## src/rtl/layer_sequencer_if.sv

```systemverilog
// Forward/backward layer-token streams between the sequencer and the layer splitters.
// master drives tokens and valids; slave returns the readies.
interface layer_sequencer_if #(
    parameter int unsigned LAYER_ADDR_WIDTH = 2
);
    logic [LAYER_ADDR_WIDTH-1:0] fw_layer;
    logic                        fw_layer_valid;
    logic                        fw_layer_ready;
    logic [LAYER_ADDR_WIDTH-1:0] bw_layer;
    logic                        bw_layer_valid;
    logic                        bw_layer_ready;

    modport master (
        output fw_layer,
        output fw_layer_valid,
        input  fw_layer_ready,
        output bw_layer,
        output bw_layer_valid,
        input  bw_layer_ready
    );

    modport slave (
        input  fw_layer,
        input  fw_layer_valid,
        output fw_layer_ready,
        input  bw_layer,
        input  bw_layer_valid,
        output bw_layer_ready
    );
endinterface

```

## src/rtl/layer_sequencer.sv

```systemverilog
// Autonomous layer-token sequencer: forward (and optionally backward) token streams per sample,
// paced by the weight-update completion pulse in training mode.
module layer_sequencer #(
    parameter int unsigned LAYER_ADDR_WIDTH   = 2,
    parameter int unsigned LAYER_MAX          = 2,
    parameter int unsigned SAMPLE_COUNT_WIDTH = 10
) (
    input  logic                          clk,
    input  logic                          rst,
    input  logic                          start,
    input  logic                          train,
    input  logic [LAYER_ADDR_WIDTH-1:0]   top_layer,
    input  logic [SAMPLE_COUNT_WIDTH-1:0] sample_count,
    input  logic                          update_done,
    layer_sequencer_if.master             tok,
    output logic [SAMPLE_COUNT_WIDTH-1:0] sample_index,
    output logic                          busy,
    output logic                          done
);

    typedef enum logic [1:0] {
        S_IDLE,
        S_FW,
        S_BW,
        S_WAIT
    } state_t;

    localparam logic [LAYER_ADDR_WIDTH-1:0]   LAYER_MAX_W = LAYER_ADDR_WIDTH'(LAYER_MAX);
    localparam logic [LAYER_ADDR_WIDTH-1:0]   LAYER_ONE   = LAYER_ADDR_WIDTH'(1);
    localparam logic [SAMPLE_COUNT_WIDTH-1:0] SAMPLE_ONE  = SAMPLE_COUNT_WIDTH'(1);

    state_t                        state, state_n;
    logic                          train_q, train_n;
    logic [LAYER_ADDR_WIDTH-1:0]   top_q, top_n;
    logic [SAMPLE_COUNT_WIDTH-1:0] count_q, count_n;
    logic [LAYER_ADDR_WIDTH-1:0]   fw_layer_q, fw_layer_n;
    logic                          fw_valid_q, fw_valid_n;
    logic [LAYER_ADDR_WIDTH-1:0]   bw_layer_q, bw_layer_n;
    logic                          bw_valid_q, bw_valid_n;
    logic [SAMPLE_COUNT_WIDTH-1:0] index_n;
    logic                          busy_n;
    logic                          done_n;

    logic                          fw_fire;
    logic                          bw_fire;
    logic                          end_sample;
    logic                          last_sample;
    logic [LAYER_ADDR_WIDTH-1:0]   top_clamped;

    assign tok.fw_layer       = fw_layer_q;
    assign tok.fw_layer_valid = fw_valid_q;
    assign tok.bw_layer       = bw_layer_q;
    assign tok.bw_layer_valid = bw_valid_q;

    assign fw_fire     = fw_valid_q && tok.fw_layer_ready;
    assign bw_fire     = bw_valid_q && tok.bw_layer_ready;
    assign last_sample = (sample_index == (count_q - SAMPLE_ONE));
    assign top_clamped = (top_layer > LAYER_MAX_W) ? LAYER_MAX_W : top_layer;

    always_ff @(posedge clk or negedge rst) begin
        if (!rst) begin
            state        <= S_IDLE;
            train_q      <= 1'b0;
            top_q        <= '0;
            count_q      <= '0;
            fw_layer_q   <= '0;
            fw_valid_q   <= 1'b0;
            bw_layer_q   <= '0;
            bw_valid_q   <= 1'b0;
            sample_index <= '0;
            busy         <= 1'b0;
            done         <= 1'b0;
        end else begin
            state        <= state_n;
            train_q      <= train_n;
            top_q        <= top_n;
            count_q      <= count_n;
            fw_layer_q   <= fw_layer_n;
            fw_valid_q   <= fw_valid_n;
            bw_layer_q   <= bw_layer_n;
            bw_valid_q   <= bw_valid_n;
            sample_index <= index_n;
            busy         <= busy_n;
            done         <= done_n;
        end
    end

    always_comb begin
        state_n    = state;
        train_n    = train_q;
        top_n      = top_q;
        count_n    = count_q;
        fw_layer_n = fw_layer_q;
        fw_valid_n = fw_valid_q;
        bw_layer_n = bw_layer_q;
        bw_valid_n = bw_valid_q;
        index_n    = sample_index;
        busy_n     = busy;
        done_n     = 1'b0;
        end_sample = 1'b0;

        case (state)
            S_IDLE: begin
                if (start) begin
                    train_n = train;
                    top_n   = top_clamped;
                    count_n = sample_count;
                    index_n = '0;
                    if (sample_count == '0) begin
                        done_n = 1'b1;
                    end else begin
                        state_n    = S_FW;
                        fw_layer_n = '0;
                        fw_valid_n = 1'b1;
                        busy_n     = 1'b1;
                    end
                end
            end
            S_FW: begin
                if (fw_fire) begin
                    if (fw_layer_q < top_q) begin
                        fw_layer_n = fw_layer_q + LAYER_ONE;
                    end else if (train_q && (top_q != '0)) begin
                        state_n    = S_BW;
                        fw_valid_n = 1'b0;
                        bw_layer_n = top_q - LAYER_ONE;
                        bw_valid_n = 1'b1;
                    end else begin
                        end_sample = 1'b1;
                    end
                end
            end
            S_BW: begin
                if (bw_fire) begin
                    if (bw_layer_q != '0) begin
                        bw_layer_n = bw_layer_q - LAYER_ONE;
                    end else begin
                        state_n    = S_WAIT;
                        bw_valid_n = 1'b0;
                    end
                end
            end
            S_WAIT: begin
                if (update_done) begin
                    end_sample = 1'b1;
                end
            end
            default: begin
                state_n = S_IDLE;
            end
        endcase

        // Shared end-of-sample step: reached from a final fw transfer or from update_done in WAIT.
        if (end_sample) begin
            if (last_sample) begin
                state_n    = S_IDLE;
                fw_valid_n = 1'b0;
                fw_layer_n = '0;
                bw_layer_n = '0;
                busy_n     = 1'b0;
                done_n     = 1'b1;
            end else begin
                state_n    = S_FW;
                fw_layer_n = '0;
                fw_valid_n = 1'b1;
                index_n    = sample_index + SAMPLE_ONE;
            end
        end
    end

    a_streams_exclusive: assert property (@(posedge clk) disable iff (!rst)
        !(fw_valid_q && bw_valid_q));

    a_fw_hold: assert property (@(posedge clk) disable iff (!rst)
        (fw_valid_q && !tok.fw_layer_ready) |=> (fw_valid_q && $stable(fw_layer_q)));

    a_bw_hold: assert property (@(posedge clk) disable iff (!rst)
        (bw_valid_q && !tok.bw_layer_ready) |=> (bw_valid_q && $stable(bw_layer_q)));

    a_busy_state: assert property (@(posedge clk) disable iff (!rst)
        busy == (state != S_IDLE));

endmodule
```

## src/flat_wrapper.sv

```systemverilog
// flat-port wrapper written by rule: the top's interface ports become plain ports
module layer_sequencer_flat 
#(
    parameter int unsigned LAYER_ADDR_WIDTH   = 2,
    parameter int unsigned LAYER_MAX          = 2,
    parameter int unsigned SAMPLE_COUNT_WIDTH = 10
)
  (clk, rst, start, train, top_layer, sample_count, update_done, sample_index, busy, done, tok_fw_layer, tok_fw_layer_valid, tok_fw_layer_ready, tok_bw_layer, tok_bw_layer_valid, tok_bw_layer_ready);
  layer_sequencer_if #(.LAYER_ADDR_WIDTH(LAYER_ADDR_WIDTH)) tok_i ();
  input  logic clk;
  input  logic rst;
  input  logic start;
  input  logic train;
  input  logic [LAYER_ADDR_WIDTH-1:0] top_layer;
  input  logic [SAMPLE_COUNT_WIDTH-1:0] sample_count;
  input  logic update_done;
  output logic [SAMPLE_COUNT_WIDTH-1:0] sample_index;
  output logic busy;
  output logic done;
  output wire logic [$bits(tok_i.fw_layer)-1:0] tok_fw_layer;
  output wire logic [$bits(tok_i.fw_layer_valid)-1:0] tok_fw_layer_valid;
  input wire logic [$bits(tok_i.fw_layer_ready)-1:0] tok_fw_layer_ready;
  output wire logic [$bits(tok_i.bw_layer)-1:0] tok_bw_layer;
  output wire logic [$bits(tok_i.bw_layer_valid)-1:0] tok_bw_layer_valid;
  input wire logic [$bits(tok_i.bw_layer_ready)-1:0] tok_bw_layer_ready;
  assign tok_fw_layer = tok_i.fw_layer;
  assign tok_fw_layer_valid = tok_i.fw_layer_valid;
  assign tok_i.fw_layer_ready = tok_fw_layer_ready;
  assign tok_bw_layer = tok_i.bw_layer;
  assign tok_bw_layer_valid = tok_i.bw_layer_valid;
  assign tok_i.bw_layer_ready = tok_bw_layer_ready;
  layer_sequencer #(.LAYER_ADDR_WIDTH(LAYER_ADDR_WIDTH), .LAYER_MAX(LAYER_MAX), .SAMPLE_COUNT_WIDTH(SAMPLE_COUNT_WIDTH)) u_core (.clk(clk), .rst(rst), .start(start), .train(train), .top_layer(top_layer), .sample_count(sample_count), .update_done(update_done), .tok(tok_i), .sample_index(sample_index), .busy(busy), .done(done));
endmodule
```

## config.mk

```make
export PLATFORM = sky130hd
export DESIGN_NAME = layer_sequencer_flat
export DESIGN_NICKNAME = d
export VERILOG_FILES = /design/src/rtl/layer_sequencer_if.sv /design/src/rtl/layer_sequencer.sv /design/src/flat_wrapper.sv
export SDC_FILE = /design/constraint.sdc
export NUM_CORES = 1
export LEC_CHECK = 0
export CAP_MARGIN = 40
export CORE_AREA = 8 8 72 74
export CTS_CLUSTER_SIZE = 12
export DETAILED_ROUTE_END_ITERATION = 12
export DIE_AREA = 0 0 80 82
export PLACE_DENSITY = 0.87
export SYNTH_ARGS = -nofsm -noshare
export SYNTH_HDL_FRONTEND = slang
export SYNTH_SLANG_ARGS = --single-unit
```

## constraint.sdc

```tcl
create_clock -name clk -period 5.8 [get_ports clk]
set_input_delay 0.58 -clock clk [delete_from_list [all_inputs] [get_ports clk]]
set_output_delay 0.58 -clock clk [all_outputs]
set_load 0.005 [all_outputs]
```

==> impl_metrics.csv <==
group,metric,value,unit
run_status,status,"finished clean",
grt,grt_max_degree,34,
floorplanning,start_util,52.4,%
routing,via_per_inst,6.01,
clock_network,htree_levels,2,
synth,synth_ff_type,"dfrtp_1",
min_path,hold_class,"reg -> reg",
sta,max_clock_freq,345,MHz
synth,netlist_instances,238,
routing,wl_per_cell,15.8,um
grt,track_usage,16.4,%
sta,hold-worst-slack,0.523,ns
sta,finalSetupTns,0,ns
worst_setup_path,critPathLaunchType,"register",
synth,seq_area_frac_synth,38.0,%
floorplanning,core,4140,um^2
finish,drive_gt1_share,9.49,%
clock_network,cts_hold_buf,0,
grt,gr-total-overflow,0,
synth,yosysWarnings,0,
floorplanning,io_pins,37,
sta,relSlewSlack,40.2,%
sta,skew,0.00458,ns
worst_setup_path,critPathKind,"reg -> reg",
routing,drtIter0Drc,84,
clock_network,clkSinkCount,33,
worst_setup_path,path_max_fanout,11,
grt,grt_pass1_wl,8640,um
floorplanning,rows,24,
floorplanning,die_y,82,um
clock_network,cts_buffers,5,
power,cellPowerDensity,532,nW/um^2
routing,drcViolationCount,0,
clock_network,cts_resized,0,
finish,areaGrowthSynthToFinish,22.1,%
floorplanning,dieArea,6560,um^2
synth,ys_types,52,
power,ir_drop,0.275,mV
synth,syn-cell-area,2170,um^2
placed_design,port_buffers,36,
sta,slew_viol_final,0,
sta,setup_viol,0,
synth,async_flop_share,100,%
job,maxCapViolCount,0,
sta,rsz0062_at_grt,"no",
grt,antenna_found_initial,0,
floorplanning,die_x,80,um
sta,worstMarginPinSlew,0.897,ns
sta,period_minus_slack,2.90,ns
placed_design,gp_congestion,0.861,
grt,grt_pass1_vias,1964,
worst_setup_path,critPathRequiredTime,6.00,ns
sta,fin_ws,2.90,ns
clock_network,cts.path.max_buffers,2,
clock_network,clock_latency,0.28,ns
finish,final_nets,302,
power,p_leak,1.06,nW
routing,ant_nets,0,
clock_network,path_clk_slew,0.06,ns
synth,ys_ff_latch,33,
synth,synthesis.nets,266,
placed_design,hpwl,3770,um
routing,vias,1960,
clock_network,clockRootBuffer,"clkbuf_8",
routing,dr.pass1.iters,5,
sta,finalCritPeriodShare,50.0,%
finish,antennaDiodeCount,0,
synth,synth_edf_count,0,
placed_design,post-place-ws,2.94,ns
synth,syn_area_per_cell,9.12,um^2
clock_network,post_cts_buffers,0,
sta,hold_viol,0,
worst_setup_path,critPathCaptureType,"register",
worst_setup_path,worstPathArrival,3.10,ns
clock_network,cts_tree,"yes",
routing,routed_wirelength,5140,um
-- report_power, final --
part	total [mW]	internal (mW)	switching [mW]
Sequential	0.472	0.329	0.143
Clock	0.173	0.0940	0.0786
Combinational	0.767	0.369	0.397
Total	1.41	0.792	0.619
-- area by class of cell --
class                           instances  area [um^2]
Timing Repair Buffer                   39          383
Multi-Input combinational cell        177         1220
Inverter                               18         67.6
Fill cell                             376         1490
Clock buffer                            7         86.3
Sequential cell                        33          826
Tap cell                               52         65.1
-- per-stage QoR --
step	power [mW]	std cells	area [um^2]	util [%]
after detailed placement	1.23	319	2560	61.9
after CTS	1.42	326	2650	64.0
after floorplan	1.00	238	2170	-
after global placement	1.21	318	2560	61.7
after global routing	1.53	326	2650	64.0
final	1.41	326	2650	64.0
-- layout by cell type, fill, tap and decap left out, types with 6 or more instances in the layout --
cell type and instances:
clkdlybuf4s50_1 36, dfrtp_1 33, nand2_1 24, inv_1 18
o21ai_0 16, mux2_2 10, nor2_1 9, nand3_1 9
ha_1 9, xnor2_1 8, nand2b_1 8, a21oi_1 8
o221ai_1 8, nor3_1 7, clkbuf_8 6
-- registers in the layout, indices dropped and copies added (netlist names), 2 cells and up --
register / cells
u_core.count_q: 10
u_core.sample_index: 10
u_core.state: 2
u_core.tok.bw_layer: 2
u_core.tok.fw_layer: 2
u_core.top_q: 2
-- cells by family (layout without fill, tap and decap cells) --
group	after synthesis	in the layout	share of synthesized area [%]
AO/OA/AOI/OAI	64	64	20.9
adder cells (fa/ha/maj)	9	9	5.19
flip-flops	33	33	38.0
XOR/XNOR	12	12	4.84
buffers and inverters	28	64	5.59
multiplexers	14	14	7.03
AND/OR/NAND/NOR	78	78	18.4
-- path summary, 6_finish.rpt --
kind / from / slack [ns] / to / depth (start not counted)
setup reg to reg: u_core.count_q[3] / 2.90 / u_core.sample_index[8] / 6
max in group asynchronous: rst / 4.80 / u_core.sample_index[6] / 2
hold reg to reg: u_core.train_q / 0.52 / u_core.train_q / 1
min in group asynchronous: rst / 0.71 / u_core.sample_index[2] / 2
setup / recovery: u_core.count_q[3] / 2.90 / u_core.sample_index[8] / 6
hold / removal: u_core.train_q / 0.52 / u_core.train_q / 1
-- routing by layer --
metal | wire length (um) | track usage [%]
met2 | 2360 | 26.9
met1 | 2370 | 19.9
met3 | 338 | 4.70
met5 | 0 | 0
met4 | 66 | 6.36
-- synthesized netlist by cell type, types with 5 or more instances --
cell type  count  area (um^2)
o21ai_0       16         80.1
nand3_1        9         45.0
clkbuf_1       7         26.3
ha_1           9          113
o2111ai_1      5         43.8
a21oi_1        8         40.0
mux2_2        10          113
nor2_1         9         33.8
o211ai_1       5         37.5
dfrtp_1       33          826
nand2_1       24         90.1
nor4_1         5         31.3
inv_1         18         67.6
xnor2_1        8         70.1
nand2b_1       8         50.1
o221ai_1       8         70.1
nor3_1         7         35.0
-- worst max-delay path: stages, from the launching register on --
cell      delay, ns
dfrtp_1        0.46
or4_4          0.59
o311ai_1       0.27
o311ai_0       0.20
o22ai_1        0.72
o21ai_2        0.32
o221ai_1       0.25
No activity file was read; power rests on OpenSTA's default activity.
